<file path="src/rtl/compare_arbiter.sv">
// Round-robin sequencer sharing one registered magnitude comparator (A >= B)
// among NREQ requesters, one transaction at a time, with valid/ack responses.
module compare_arbiter #(
   parameter int DATA_W = 10,
   parameter int NREQ   = 4
) (
   input  logic                     clk,
   input  logic                     reset,
   input  logic [NREQ-1:0]          req_valid,
   input  logic [NREQ*DATA_W-1:0]   req_a,
   input  logic [NREQ*DATA_W-1:0]   req_b,
   output logic [NREQ-1:0]          req_ready,
   output logic [DATA_W-1:0]        cmp_a,
   output logic [DATA_W-1:0]        cmp_b,
   input  logic                     cmp_out,
   output logic [NREQ-1:0]          rsp_valid,
   output logic                     rsp_result,
   input  logic [NREQ-1:0]          rsp_ack,
   output logic                     busy
);

   localparam int IDW = $clog2(NREQ);

   typedef enum logic [1:0] {IDLE, ISSUE, WAIT, RESP} state_t;

   state_t            state, state_nxt;
   logic [IDW-1:0]    rr_ptr, gid, gid_inc, win_idx;
   logic              win_found;
   int unsigned       scan_pos;
   logic [DATA_W-1:0] a_arr [NREQ];
   logic [DATA_W-1:0] b_arr [NREQ];

   for (genvar i = 0; i < NREQ; i++) begin : g_unpack
      assign a_arr[i] = req_a[i*DATA_W +: DATA_W];
      assign b_arr[i] = req_b[i*DATA_W +: DATA_W];
   end

   // First pending request at or after rr_ptr, wrapping modulo NREQ
   always_comb begin
      win_found = 1'b0;
      win_idx   = '0;
      scan_pos  = '0;
      for (int unsigned k = 0; k < NREQ; k++) begin
         scan_pos = 32'(rr_ptr) + k;
         if (scan_pos >= 32'(NREQ))
            scan_pos = scan_pos - 32'(NREQ);
         if (!win_found && req_valid[IDW'(scan_pos)]) begin
            win_found = 1'b1;
            win_idx   = IDW'(scan_pos);
         end
      end
   end

   assign gid_inc = (gid == IDW'(NREQ-1)) ? '0 : gid + 1'b1;

   always_ff @(posedge clk or negedge reset) begin
      if (!reset)
         state <= IDLE;
      else
         state <= state_nxt;
   end

   always_comb begin
      state_nxt = state;
      unique case (state)
         IDLE:    if (win_found) state_nxt = ISSUE;
         ISSUE:   state_nxt = WAIT;
         WAIT:    state_nxt = RESP;
         RESP:    if (rsp_ack[gid]) state_nxt = IDLE;
         default: state_nxt = IDLE;
      endcase
   end

   // Handshake outputs decode from state + latched grant; zero in IDLE/reset
   always_comb begin
      req_ready = '0;
      rsp_valid = '0;
      busy      = (state != IDLE);
      if (state == ISSUE)
         req_ready[gid] = 1'b1;
      if (state == RESP)
         rsp_valid[gid] = 1'b1;
   end

   always_ff @(posedge clk or negedge reset) begin
      if (!reset) begin
         rr_ptr     <= '0;
         gid        <= '0;
         cmp_a      <= '0;
         cmp_b      <= '0;
         rsp_result <= 1'b0;
      end else begin
         if (state == IDLE && win_found) begin
            gid   <= win_idx;
            cmp_a <= a_arr[win_idx];
            cmp_b <= b_arr[win_idx];
         end
         if (state == WAIT)
            rsp_result <= cmp_out;
         if (state == RESP && rsp_ack[gid])
            rr_ptr <= gid_inc;
      end
   end

endmodule
</file>
<file path="config.mk">
export PLATFORM = sky130hd
export DESIGN_NAME = compare_arbiter
export DESIGN_NICKNAME = d
export VERILOG_FILES = /design/src/rtl/compare_arbiter.sv
export SDC_FILE = /design/constraint.sdc
export NUM_CORES = 1
export LEC_CHECK = 0
export CAP_MARGIN = 10
export CORE_UTILIZATION = 35
export CTS_CLUSTER_DIAMETER = 50
export DETAILED_ROUTE_END_ITERATION = 16
export GPL_ROUTABILITY_DRIVEN = 0
export PLACE_DENSITY = 0.77
export SLEW_MARGIN = 30
export SYNTH_ARGS = -nofsm -noshare
export SYNTH_HDL_FRONTEND = slang
export SYNTH_SLANG_ARGS = --single-unit
</file>
<file path="constraint.sdc">
create_clock -name clk -period 2.3 [get_ports clk]
set_input_delay 0.46 -clock clk [delete_from_list [all_inputs] [get_ports clk]]
set_output_delay 0.46 -clock clk [all_outputs]
set_load 0.1 [all_outputs]
</file>
== Yosys cells after proc, flatten, opt, wreduce, memory -nomap -nowiden ==
Index checks and enable logic that the tools add are counted.
Cells by class
  add/subtract/negate cells: 8
  $lt $le $gt $ge: 11
  equal/unequal tests: 6
  multiplexer cells: 36
  bitwise operators: 1
  reduce and logical (&&, ||, !) cells: 12
Operators with widths (number)
  $bmux 10 s2: 2
  $mux 10: 4
  $mux 2: 11
  $lt 2x3->1 const B: 5
  $ge 3x3->1 const B: 4
  $bmux 1 s2: 5
  $mux 1: 10
  $mux 4: 2
  $pmux 2 s4: 1
  $sub 2x1->2 const B: 4
  $add 2x2->3 const B: 2
  $eq 2x2->1 const B: 3
  $logic_and 1x1->1: 6
  $add 2x1->3 const B: 1
  $ge 2x3->1 const B: 1
  $logic_not 1->1: 3
  $not 2->3: 1
  $add 2x1->2 const B: 1
  $demux 1 s2: 1
  $eq 2x1->1 const B: 1
  $ge 2x1->1 const B: 1
  $logic_not 2->1: 1
  $ne 2x1->1 const B: 1
  $ne 2x2->1 const B: 1
  other kinds (2): 2
Word-level totals
  register bits after elaboration: 27
  output and inout port bits: 30
  logic and storage cells: 80

== Logic depth before layout (Yosys ltp) ==
Gate-level depths: netlist of the first run.
  word-level depth: 18
  gate-level depth with buffers: 7
  mapped depth without buffers: 6

== Least setup slack after synthesis of the first run ==
Ideal clock, no wire load.
  path kind: flip-flop to flip-flop
  from: register state[0]
  to: register cmp_a[0]
  setup time: 0.142 ns
  arrival time: 2.027 ns
  data required time: 2.158 ns
  slack: 0.131 ns
  cell stages (with the launch flop): 8
  path buffers: 1
  clock period less this slack: 2.169 ns
  cell sequence: dfrtp_1 > inv_1 > ha_1 > inv_1 > a21o_1 > nand2b_1 > clkbuf_1 > o221ai_1
Between the ends
  cells in the longest elaborated chain, start to end: 2
RTL lines
  start: declaration: RTL line 26  | state_t state, state_nxt;
  start signal: assignment: RTL line 60  | state <= state_nxt;
  $logic_not 2->1: RTL line 93  | if (state == IDLE && win_found) begin
  $logic_and 1x1->1: RTL line 93
  end signal: assignment: RTL line 95  | cmp_a <= a_arr[win_idx];
  end: declaration: RTL line 13  | output logic [DATA_W-1:0] cmp_a,
No other way between the ends.
A chain may end at the register's enable or synchronous reset.

== Worst setup path in the final report of the first run ==
  from: input port req_valid[0]
  to: register cmp_a[6]
Between the ends
  cells in the longest elaborated chain, start to end: 16
RTL lines
  start: declaration: RTL line 9  | input logic [NREQ-1:0] req_valid,
  $bmux 1 s2: RTL line 47  | if (!win_found && req_valid[IDW'(scan_pos)]) begin
  $mux 1 (implied by the code): RTL line 47
  $mux 1: RTL line 47
  $logic_not 1->1: RTL line 47
  $logic_and 1x1->1: RTL line 47
  $mux 1: RTL line 47
  $logic_not 1->1: RTL line 47
  $logic_and 1x1->1: RTL line 47
  $mux 1: RTL line 47
  $logic_not 1->1: RTL line 47
  $logic_and 1x1->1: RTL line 47
  $mux 2: RTL line 47
  $not 2->3 (implied by the code): RTL line 95
  $bmux 10 s2: RTL line 95
  $mux 10 (implied by the code) (2 in a row): RTL line 95
Parallel ways exist; a longest one is shown, timed or not. The select of a mux whose other input is x is not followed.

==> results of run 1 <==
==> per-stage QoR <==
step	hold WS [ps]	worst slack [ps]	utilization, %
after floorplan	164	131	-
after global placement	473	114	64.7
after detailed placement	474	73.6	64.7
after CTS	497	359	65.7
after global routing	524	279	65.7
final	494	368	65.7
==> Yosys cell counts (all sizes together) <==
cell	number	area, µm²
clkbuf	4	15.0
nor2	3	11.3
nand2b	1	6.26
mux2i	40	400
buf	6	61.3
a21oi	1	8.76
nand2	27	101
or2	1	8.76
ha	8	100
inv	6	22.5
o32a	1	10.0
a21boi	1	7.51
mux2	2	22.5
dfrtp	27	676
nor2b	4	27.5
o22ai	1	6.26
and2	8	50.1
o211ai	1	7.51
mux4	1	22.5
o31ai	1	7.51
a31oi	1	6.26
o21ai	3	18.8
a21o	2	15.0
o221ai	21	201
==> worst reg2reg max path, cell delays in order (launching register included) <==
cell      delay (ps)
dfrtp_1          420
inv_1            110
ha_1             200
inv_1             90
a21o_1           200
or2_4            370
o221ai_1         230
==> per-layer routing <==
metal  wire length (µm)  part of all wire [%]
met1               2100                    41
met2               2560                    51
met4                 44                  0.87
met5                  0                     0
met3                357                   7.1
==> cell type report <==
type                       count  area share, %
timing repair buffer         127           41.4
tap                           67           2.63
sequential                    27           21.2
multi-input combinational    128           32.7
inverter                       6          0.708
clock buffer                   4           1.42
==> logic make-up (layout without fill, tap and decap cells) <==
logic type	Yosys count	after routing	share of synthesized area, %
adder cells (fa/ha/maj)	8	8	5.52
multiplexers	43	43	24.6
AO/OA/AOI/OAI	33	33	15.9
buffers and inverters	16	137	5.45
AND/OR/NAND/NOR	44	44	11.3
flip-flops	27	27	37.2
==> power breakdown <==
part	switching [mW]	internal, mW	leakage [nW]
combinational	2.44	1.12	1.12
sequential	0.188	0.717	0.331
clock	0.140	0.124	0.0228
==> worst paths after layout <==
kind / slack, ps / startpoint / end
min reg2reg: 490 / cmp_b[3]$_DFFE_PN0P_ / cmp_b[3]$_DFFE_PN0P_
max in group asynchronous: 1470 / reset / cmp_a[1]$_DFFE_PN0P_
min: 490 / cmp_b[3]$_DFFE_PN0P_ / cmp_b[3]$_DFFE_PN0P_
min in group asynchronous: 570 / reset / cmp_b[5]$_DFFE_PN0P_
max: 370 / req_valid[0] / cmp_a[6]$_DFFE_PN0P_
max reg2reg: 610 / state[0]$_DFFE_PN0P_ / cmp_b[9]$_DFFE_PN0P_
==> flip-flops by register name, summed over array words and instances (netlist names) <==
name,count
state,2
rsp_result,1
rr_ptr,2
cmp_a,10
gid,2
cmp_b,10
==> metrics.yaml, run 1 <==
drt:
  drt-pass1-iter-count: 4
  drt_iter0_markers: 84
  via_count: 1753
  routed_wl_um: 5060
  wl_per_cell_um: 14.1
  viasPerCell: 4.88
  drt.antenna.violating_nets: 0
  drc_errors: 0
global_route:
  overflow: 0
  first_global_vias: 1860
  grt.total_usage_pct: 19.3
  grt_max_degree: 29
  busiest_layer: "met2"
  grt_use_met1_pct: 22.5
  grt_pass1_wl_um: 8240
  grt.met2_usage_pct: 35.5
  met3_usage_pct: 4.20
  grt_antenna_before_repair: 0
critical_path:
  worst_setup_path_end_kind: "flop"
  arrival_ps: 2070
  worstPathCellList: "clkdlybuf4s50_1, nor2b_2, a21oi_2, o221ai_4, buf_4, mux2i_1, o221ai_1"
  path_class: "primary input to flop"
  path_buf_inv: 2
  cp.required_ps: 2440
  worst-path-stages: 7
  critPathMaxFanout: 12
  slowest_delay_ps: 510
  slowest_stage: "clkdlybuf4s50_1"
  cp-start-kind: "primary input"
  critPathTopFamily: "buffers and inverters"
  reg2reg_depth: 6
pwr:
  finalPower_mw: 4.73
  powerDensity_mw_per_mm2: 1490
  peakVddDrop_uv: 696
  leakagePower_nw: 1.48
sta:
  relSlewSlack_pct: 76.8
  finalCritPeriodShare_pct: 84.0
  period_needed_ps: 1930
  setup_viol: 0
  rsz0062_at_grt: "no"
  final-hold-violation-count: 0
  setup_tns_ps: 0
  fin_skew_ps: 2.24
  slew_viol_final: 0
  worstMarginPinSlew_ps: 348
  fmax_ghz: 0.517
cells_and_area:
  register_area_um2: 676
  mostFrequentLayoutCells: "90 x clkdlybuf4s50_1, 40 x mux2i_1, 27 x nand2_1, 27 x dfrtp_1, 26 x buf_4"
  layout_commonest_cell: "clkdlybuf4s50_1"
  design_area_mm2: 0.00318
  fillers: 401
  syn_to_final_growth_pct: 75.4
  layout.cells.non_filler: 359
  num_antenna_cells: 0
  multiInputGateArea_mm2: 0.00104
  layout-drive-gt1-share_pct: 16.1
  nNetsFinal: 392
floorplanning:
  dieArea_mm2: 0.00548
  placementRows: 25
  core_region_area_mm2: 0.00485
  die_w_um: 74.0
  die_h_um: 74.0
  ios: 121
  initial_core_util_pct: 37.4
synth:
  ys_types: 29
  synthCells: 171
  ys_seq_area_share_pct: 37.2
  syn_area_per_cell_um2: 10.6
  ys_ff_latch: 27
  syn_nets: 270
  synthesis.area_mm2: 0.00181
  yosys_warnings: 0
clocking:
  clk_pin_slew_worst_paths_ps: 90
  cts_buffers: 3
  hold_buffers: 0
  postCtsSetupRepairBufs: 0
  cts_buffer_depth: 2
  cts_sinks: 27
  ctsResizeCount: 0
  root_buffer: "clkbuf_8"
  cts_tree: "built"
  insertion_delay_ps: 260
  htree_levels: 1
placement:
  place_area_mm2: 0.00314
  dp_hpwl_um: 3960
  io_buffer_count: 120
  dp_cells: 355
outcome:
  status: "complete, no violations"
worst_hold_path:
  hold_depth: 2
  holdCritPathClass: "flop to flop"
flow_run:
  drv_cap: 0
Power figures use the tool's default switching activity.
==> inputs of run 2 (changes only) <==
- CORE_UTILIZATION: 35 -> 33
- PLACE_DENSITY: 0.77 -> 0.76
- clock period: 2.3 -> 1.7 ns (I/O delays scaled with it)
==> run 2 against run 1 <==
Net effect:
- global-route usage increased by 1.3 points
- highest routed layer unchanged
- critical endpoint is now cmp_b[7]$_DFFE_PN0P_
- power increased by 73%
- critical path depth unchanged
- clock power increased by 47%
==> metrics.yaml, run 2 (synthesized netlist as in run 1, its figures left out) <==
outcome:
  status: "complete, no violations"  # unchanged
global_route:
  overflow: 0  # unchanged
  first_global_vias: 2038  # was 1860
  grt_pass1_wl_um: 9580  # was 8240 µm
  grt_max_degree: 28  # was 29
  grt.total_usage_pct: 20.6  # was 19.3%
  grt_antenna_before_repair: 0  # unchanged
cells_and_area:
  utilization_pct: 75.2  # was 65.7%
  layout_commonest_cell: "clkdlybuf4s50_1"  # unchanged
  reg_top3: "cmp_a: 10 flops, cmp_b: 10 flops"  # unchanged
  layout-drive-gt1-share_pct: 35.9  # was 16.1%
  nNetsFinal: 415  # was 392
  num_antenna_cells: 0  # unchanged
  mostFrequentLayoutCells: "86 x clkdlybuf4s50_1, 33 x buf_12, 32 x mux2i_1"  # was 90 x clkdlybuf4s50_1, 40 x mux2i_1, 27 x nand2_1, 27 x dfrtp_1, 26 x buf_4
  design_area_mm2: 0.00391  # was 0.00318 mm²
  syn_to_final_growth_pct: 116  # was 75.4%
drt:
  via_count: 1962  # was 1753
  wl_per_cell_um: 17.1  # was 14.1 µm
  viasPerCell: 5.10  # was 4.88
  drt-pass1-iter-count: 4  # unchanged
  drt_iter0_markers: 25  # was 84
  drt.antenna.violating_nets: 0  # unchanged
  routed_wl_um: 6570  # was 5060 µm
  drc_errors: 0  # unchanged
critical_path:
  slowest_delay_ps: 470  # was 510 ps
  path_class: "flop to flop"  # was primary input to flop
  path_buf_inv: 3  # was 2
  critPathMaxFanout: 8  # was 12
  rrSetupSlack_ps: 5  # was 610 ps
  reg2reg_to: "cmp_b[7]$_DFFE_PN0P_"  # was cmp_b[9]$_DFFE_PN0P_
  reg2reg_depth: 7  # was 6
  cp-start-kind: "flop"  # was primary input
  cp.required_ps: 1890  # was 2440 ps
  critPathTopFamily: "flip-flops"  # was buffers and inverters
  arrival_ps: 1880  # was 2070 ps
  slowest_stage: "dfrtp_2"  # was clkdlybuf4s50_1
  worstPathCellList: "inv_4, ha_4, clkinvlp_4, a21o_4, nand2b_4, buf_6, o221ai_1"  # was clkdlybuf4s50_1, nor2b_2, a21oi_2, o221ai_4, buf_4, mux2i_1, o221ai_1
  worst_setup_path_end_kind: "flop"  # unchanged
  reg2reg_from: "state[1]$_DFFE_PN0P_"  # was state[0]$_DFFE_PN0P_
clocking:
  cts_tree: "built"  # unchanged
  root_buffer: "clkbuf_8"  # unchanged
  htree_levels: 1  # unchanged
  cts_buffers: 3  # unchanged
  insertion_delay_ps: 280  # was 260 ps
  cts_buffer_depth: 2  # unchanged
  clk_pin_slew_worst_paths_ps: 100  # was 90 ps
  cts_sinks: 27  # unchanged
sta:
  fmax_ghz: 0.590
  fin_skew_ps: 6.86  # was 2.24 ps
  setup_viol: 0  # unchanged
  finalCritPeriodShare_pct: 99.7
  slew_viol_final: 0  # unchanged
  period_needed_ps: 1700
  holdWs_ps: 446  # was 494 ps
  relSlewSlack_pct: 75.4  # was 76.8%
  rsz0062_at_grt: "yes"  # was no
  worstMarginPinSlew_ps: 368  # was 348 ps
  final-hold-violation-count: 0  # unchanged
  fin_ws_ps: 4.95  # was 368 ps
floorplanning:
  core_region_area_mm2: 0.00520  # was 0.00485 mm²
  die_w_um: 76.1  # was 74.0 µm
  dieArea_mm2: 0.00580  # was 0.00548 mm²
  placementRows: 26  # was 25
  ios: 121  # unchanged
  initial_core_util_pct: 34.9  # was 37.4%
  die_h_um: 76.1  # was 74.0 µm
flow_run:
  drv_cap: 0  # unchanged
pwr:
  leakagePower_nw: 1.72  # was 1.48 nW
  powerDensity_mw_per_mm2: 2090  # was 1490 mW/mm²
  peakVddDrop_uv: 1480  # was 696 µV
  finalPower_mw: 8.20  # was 4.73 mW
worst_hold_path:
  holdCritPathClass: "primary input to asynchronous set/reset pin"  # was flop to flop
placement:
  place_area_mm2: 0.00353  # was 0.00314 mm²
  io_buffer_count: 120  # unchanged
  pre_cts_ws_ps: -536  # was 73.6 ps
  dp_hpwl_um: 4550  # was 3960 µm
-- run 2: cell types whose count changed in the layout (fill, tap and decap cells not counted), sizes merged --
cell           before  now
buf                37   55
clkbuf              4    6
clkdlybuf4s50      90   86
clkinvlp            0    2
dlygate4sd2         0    4
inv                 6    5
or2                 1    3
-- run 2: worst max-delay path by stage --
| stage | from | to | slack, ps | depth (start not counted) |
|---|---|---|---|---|
| 2_1_floorplan | state[0]$_DFFE_PN0P_ | cmp_b[0]$_DFFE_PN0P_ | -360 | 7 |
| 3_5_place_dp | req_valid[0] | cmp_b[2]$_DFFE_PN0P_ | -540 | 7 |
| 3_3_place_gp | req_valid[0] | cmp_b[2]$_DFFE_PN0P_ | -480 | 7 |
| 5_1_grt | state[1]$_DFFE_PN0P_ | cmp_a[2]$_DFFE_PN0P_ | -90 | 7 |
| 6_report | state[1]$_DFFE_PN0P_ | cmp_b[7]$_DFFE_PN0P_ | 5 | 7 |
| 4_1_cts | state[1]$_DFFE_PN0P_ | cmp_a[4]$_DFFE_PN0P_ | -20 | 7 |
-- run 2: layer usage --
layer  vias up  wire length (µm)  track usage, %
met2        74              3560            40.5
li1        922                 -               -
met3        10               404            4.19
met1       956              2490            22.1
met5         -                 0               0
met4         0               123            5.19
-- run 2: per-stage QoR --
step | std cells | TNS, ps
after global routing | 385 | -733
after detailed placement | 368 | -8920
final | 385 | 0
after CTS | 376 | -69.2
after global placement | 368 | -7400
after floorplan | 171 | -7500
-- run 2: repair_timing --
action / 4_1_cts / 5_1_grt
gates cloned: 1 / 5
hold buffers: 0 / 0
setup buffers: 3 / 5
gates resized for setup: 18 / 34
endpoints found under the setup margin: 28 / 31
pin swaps: 3 / 5
-- run 2: cell type report --
type | instances | area, µm²
tap | 70 | 87.6
clock buffer | 3 | 41.3
inverter | 6 | 28.8
timing repair buffer | 148 | 1820
sequential | 27 | 679
multi-input combinational | 130 | 1250
fill | 379 | 1290
clock inverter | 1 | 7.51
-- run 2: worst register-to-register path, delay by kind of cell (launching register included) --
family / cells / cell delay (ps)
flops: 1 / 470
compound gates: 2 / 440
buf+inv: 3 / 380
fa+ha+maj: 1 / 160
simple gates: 1 / 160
-- run 2: where the power goes --
part | switching [mW] | total [mW] | internal [mW]
registers | 0.401 | 1.38 | 0.976
clock network | 0.222 | 0.389 | 0.167
logic | 3.68 | 6.43 | 2.75
==> inputs of run 3 (changes only) <==
- CORE_UTILIZATION: 33 -> 35
- PLACE_DENSITY: 0.76 -> 0.77
- clock period: 1.7 -> 1.6 ns (I/O delays scaled with it)
==> run 3 against run 2 <==
Net effect:
- the run now ends with setup timing left
- critical path depth is 2 lower
- sequential share of layout area decreased by 1.1 points
- first-iteration DRC count rose by 56%
- sequential power is 6% higher
- clock power grew 3%
- hold slack worse by 27 ps
- global-route usage is 4.6 points higher
- final cell count up 2.6%
- non-clock buffer count increased by 13
==> metrics.yaml, run 3 (synthesized netlist as in run 1, its figures left out) <==
critical_path:
  path_class: "flop to output pin"  # was flop to flop
  critPathMaxFanout: 4  # was 8
  critPathTopFamily: "flip-flops"  # unchanged
  rrSetupSlack_ps: -100  # was 5 ps
  arrival_ps: 1390  # was 1880 ps
  worst_setup_path_end_kind: "output pin"  # was flop
  path_buf_inv: 3  # unchanged
  reg2reg_to: "cmp_b[8]$_DFFE_PN0P_"  # was cmp_b[7]$_DFFE_PN0P_
  cp.required_ps: 1280  # was 1890 ps
  reg2reg_from: "rr_ptr[1]$_DFFE_PN0P_"  # was state[1]$_DFFE_PN0P_
  slowest_delay_ps: 430  # was 470 ps
  reg2reg_depth: 6  # was 7
  cp-startpoint: "state[1]$_DFFE_PN0P_"  # unchanged
  slowest_stage: "dfrtp_1"  # was dfrtp_2
  cp-start-kind: "flop"  # unchanged
  worstPathCellList: "inv_2, buf_6, ha_4, and2_4, buf_12"  # was inv_4, ha_4, clkinvlp_4, a21o_4, nand2b_4, buf_6, o221ai_1
floorplanning:
  dieArea_mm2: 0.00548  # was 0.00580 mm²
  initial_core_util_pct: 37.4  # was 34.9%
  die_h_um: 74.0  # was 76.1 µm
  core_region_area_mm2: 0.00485  # was 0.00520 mm²
  placementRows: 25  # was 26
  ios: 121  # unchanged
  die_w_um: 74.0  # was 76.1 µm
cells_and_area:
  mostFrequentLayoutCells: "86 x clkdlybuf4s50_1, 32 x buf_12, 28 x mux2i_1"  # was 86 x clkdlybuf4s50_1, 33 x buf_12, 32 x mux2i_1
  layout_commonest_cell: "clkdlybuf4s50_1"  # unchanged
  reg_top3: "cmp_a: 10 flops, cmp_b: 10 flops"  # unchanged
  nNetsFinal: 428  # was 415
  layout-drive-gt1-share_pct: 41.2  # was 35.9%
  syn_to_final_growth_pct: 130  # was 116%
  utilization_pct: 85.9  # was 75.2%
  fillers: 237  # was 379
  num_antenna_cells: 0  # unchanged
placement:
  io_buffer_count: 120  # unchanged
  dp_hpwl_um: 4480  # was 4550 µm
clocking:
  cts_sinks: 27  # unchanged
  cts_tree: "built"  # unchanged
  insertion_delay_ps: 280  # about the same
  root_buffer: "clkbuf_8"  # unchanged
  htree_levels: 1  # unchanged
  cts_buffers: 3  # unchanged
  cts_buffer_depth: 2  # unchanged
  clk_pin_slew_worst_paths_ps: 100  # about the same
drt:
  drt-pass1-iter-count: 4  # unchanged
  drt.antenna.violating_nets: 0  # unchanged
  routed_wl_um: 7770  # was 6570 µm
  viasPerCell: 5.29  # was 5.10
  via_count: 2089  # was 1962
  wl_per_cell_um: 19.7  # was 17.1 µm
  drc_errors: 0  # unchanged
  drt_iter0_markers: 39  # was 25
sta:
  setup_viol: 31  # was 0
  fin_skew_ps: 7.68  # was 6.86 ps
  holdWs_ps: 419  # was 446 ps
  relSlewSlack_pct: 74.8  # was 75.4%
  fin_ws_ps: -112  # was 4.95 ps
  worstMarginPinSlew_ps: 378  # was 368 ps
  rsz0062_at_grt: "yes"  # unchanged
  period_needed_ps: 1710
  fmax_ghz: 0.584
  finalCritPeriodShare_pct: 107
  final-hold-violation-count: 0  # unchanged
  setup_tns_ps: -2130  # was 0 ps
  slew_viol_final: 0  # unchanged
flow_run:
  drv_cap: 0  # unchanged
global_route:
  grt_max_degree: 28  # unchanged
  grt_pass1_wl_um: 10300  # was 9580 µm
  first_global_vias: 2152  # was 2038
  grt_antenna_before_repair: 0  # unchanged
  grt.total_usage_pct: 25.2  # was 20.6%
  overflow: 0  # unchanged
pwr:
  peakVddDrop_uv: 1440  # was 1480 µV
  leakagePower_nw: 1.81  # was 1.72 nW
  powerDensity_mw_per_mm2: 2270  # was 2090 mW/mm²
worst_hold_path:
  holdCritPathClass: "primary input to asynchronous set/reset pin"  # unchanged
outcome:
  violations: "setup timing"
  status: "finished, violations left"  # was complete, no violations
[run 3: cell count changes in the layout (fill, tap and decap cells not counted), sizes merged]
cell / delta
clkinvlp: -1
buf: +13
clkbuf: +1
[run 3: where the power goes]
group          total [mW]  internal (mW)  switching [mW]
logic                7.59           3.33            4.25
registers            1.46           1.04           0.420
clock network       0.402          0.179           0.224
[run 3: per-stage QoR]
stage | total power [mW] | std cells | area (µm²) | setup slack (ps)
after floorplan | 5.24 | 171 | 1890 | -464
after global placement | 7.51 | 371 | 3570 | -457
after detailed placement | 7.63 | 371 | 3570 | -537
after CTS | 8.63 | 386 | 3870 | -60.6
after global routing | 9.79 | 395 | 4170 | -152
final | 9.45 | 395 | 4170 | -112
[run 3: cell type report]
| cell class | count | area, µm² | area share, % |
|---|---|---|---|
| clock buffers | 4 | 45.0 | 1.08 |
| inverters | 6 | 28.8 | 0.691 |
| multi-input cells | 130 | 1380 | 33.1 |
| flip-flops and latches | 27 | 679 | 16.3 |
| well taps | 67 | 83.8 | 2.01 |
| repair buffers | 161 | 1950 | 46.8 |
[run 3: timing repair]
action	in CTS	in global routing
gates resized for setup	44	32
cloned	2	5
setup buffers	9	4
hold buffers	0	0
setup endpoints to repair	30	33
pin swaps	10	12
[run 3: worst max path at each step]
stage | slack, ps | depth (start not counted) | end
after floorplan | -460 | 7 | cmp_b[0]$_DFFE_PN0P_
after global placement | -460 | 7 | cmp_a[0]$_DFFE_PN0P_
after detailed placement | -540 | 7 | cmp_a[5]$_DFFE_PN0P_
after CTS | -60 | 5 | req_ready[3]
after global routing | -150 | 5 | req_ready[3]
final | -110 | 5 | req_ready[0]
[run 3: metal layers]
metal | global-route usage [%] | part of all wire (%) | up-vias
met3 | 6.50 | 6.2 | 12
li1 | - | - | 955
met4 | 7.05 | 1.9 | 0
met1 | 27.1 | 39 | 1034
met5 | 0 | 0 | -
met2 | 48.1 | 53 | 88
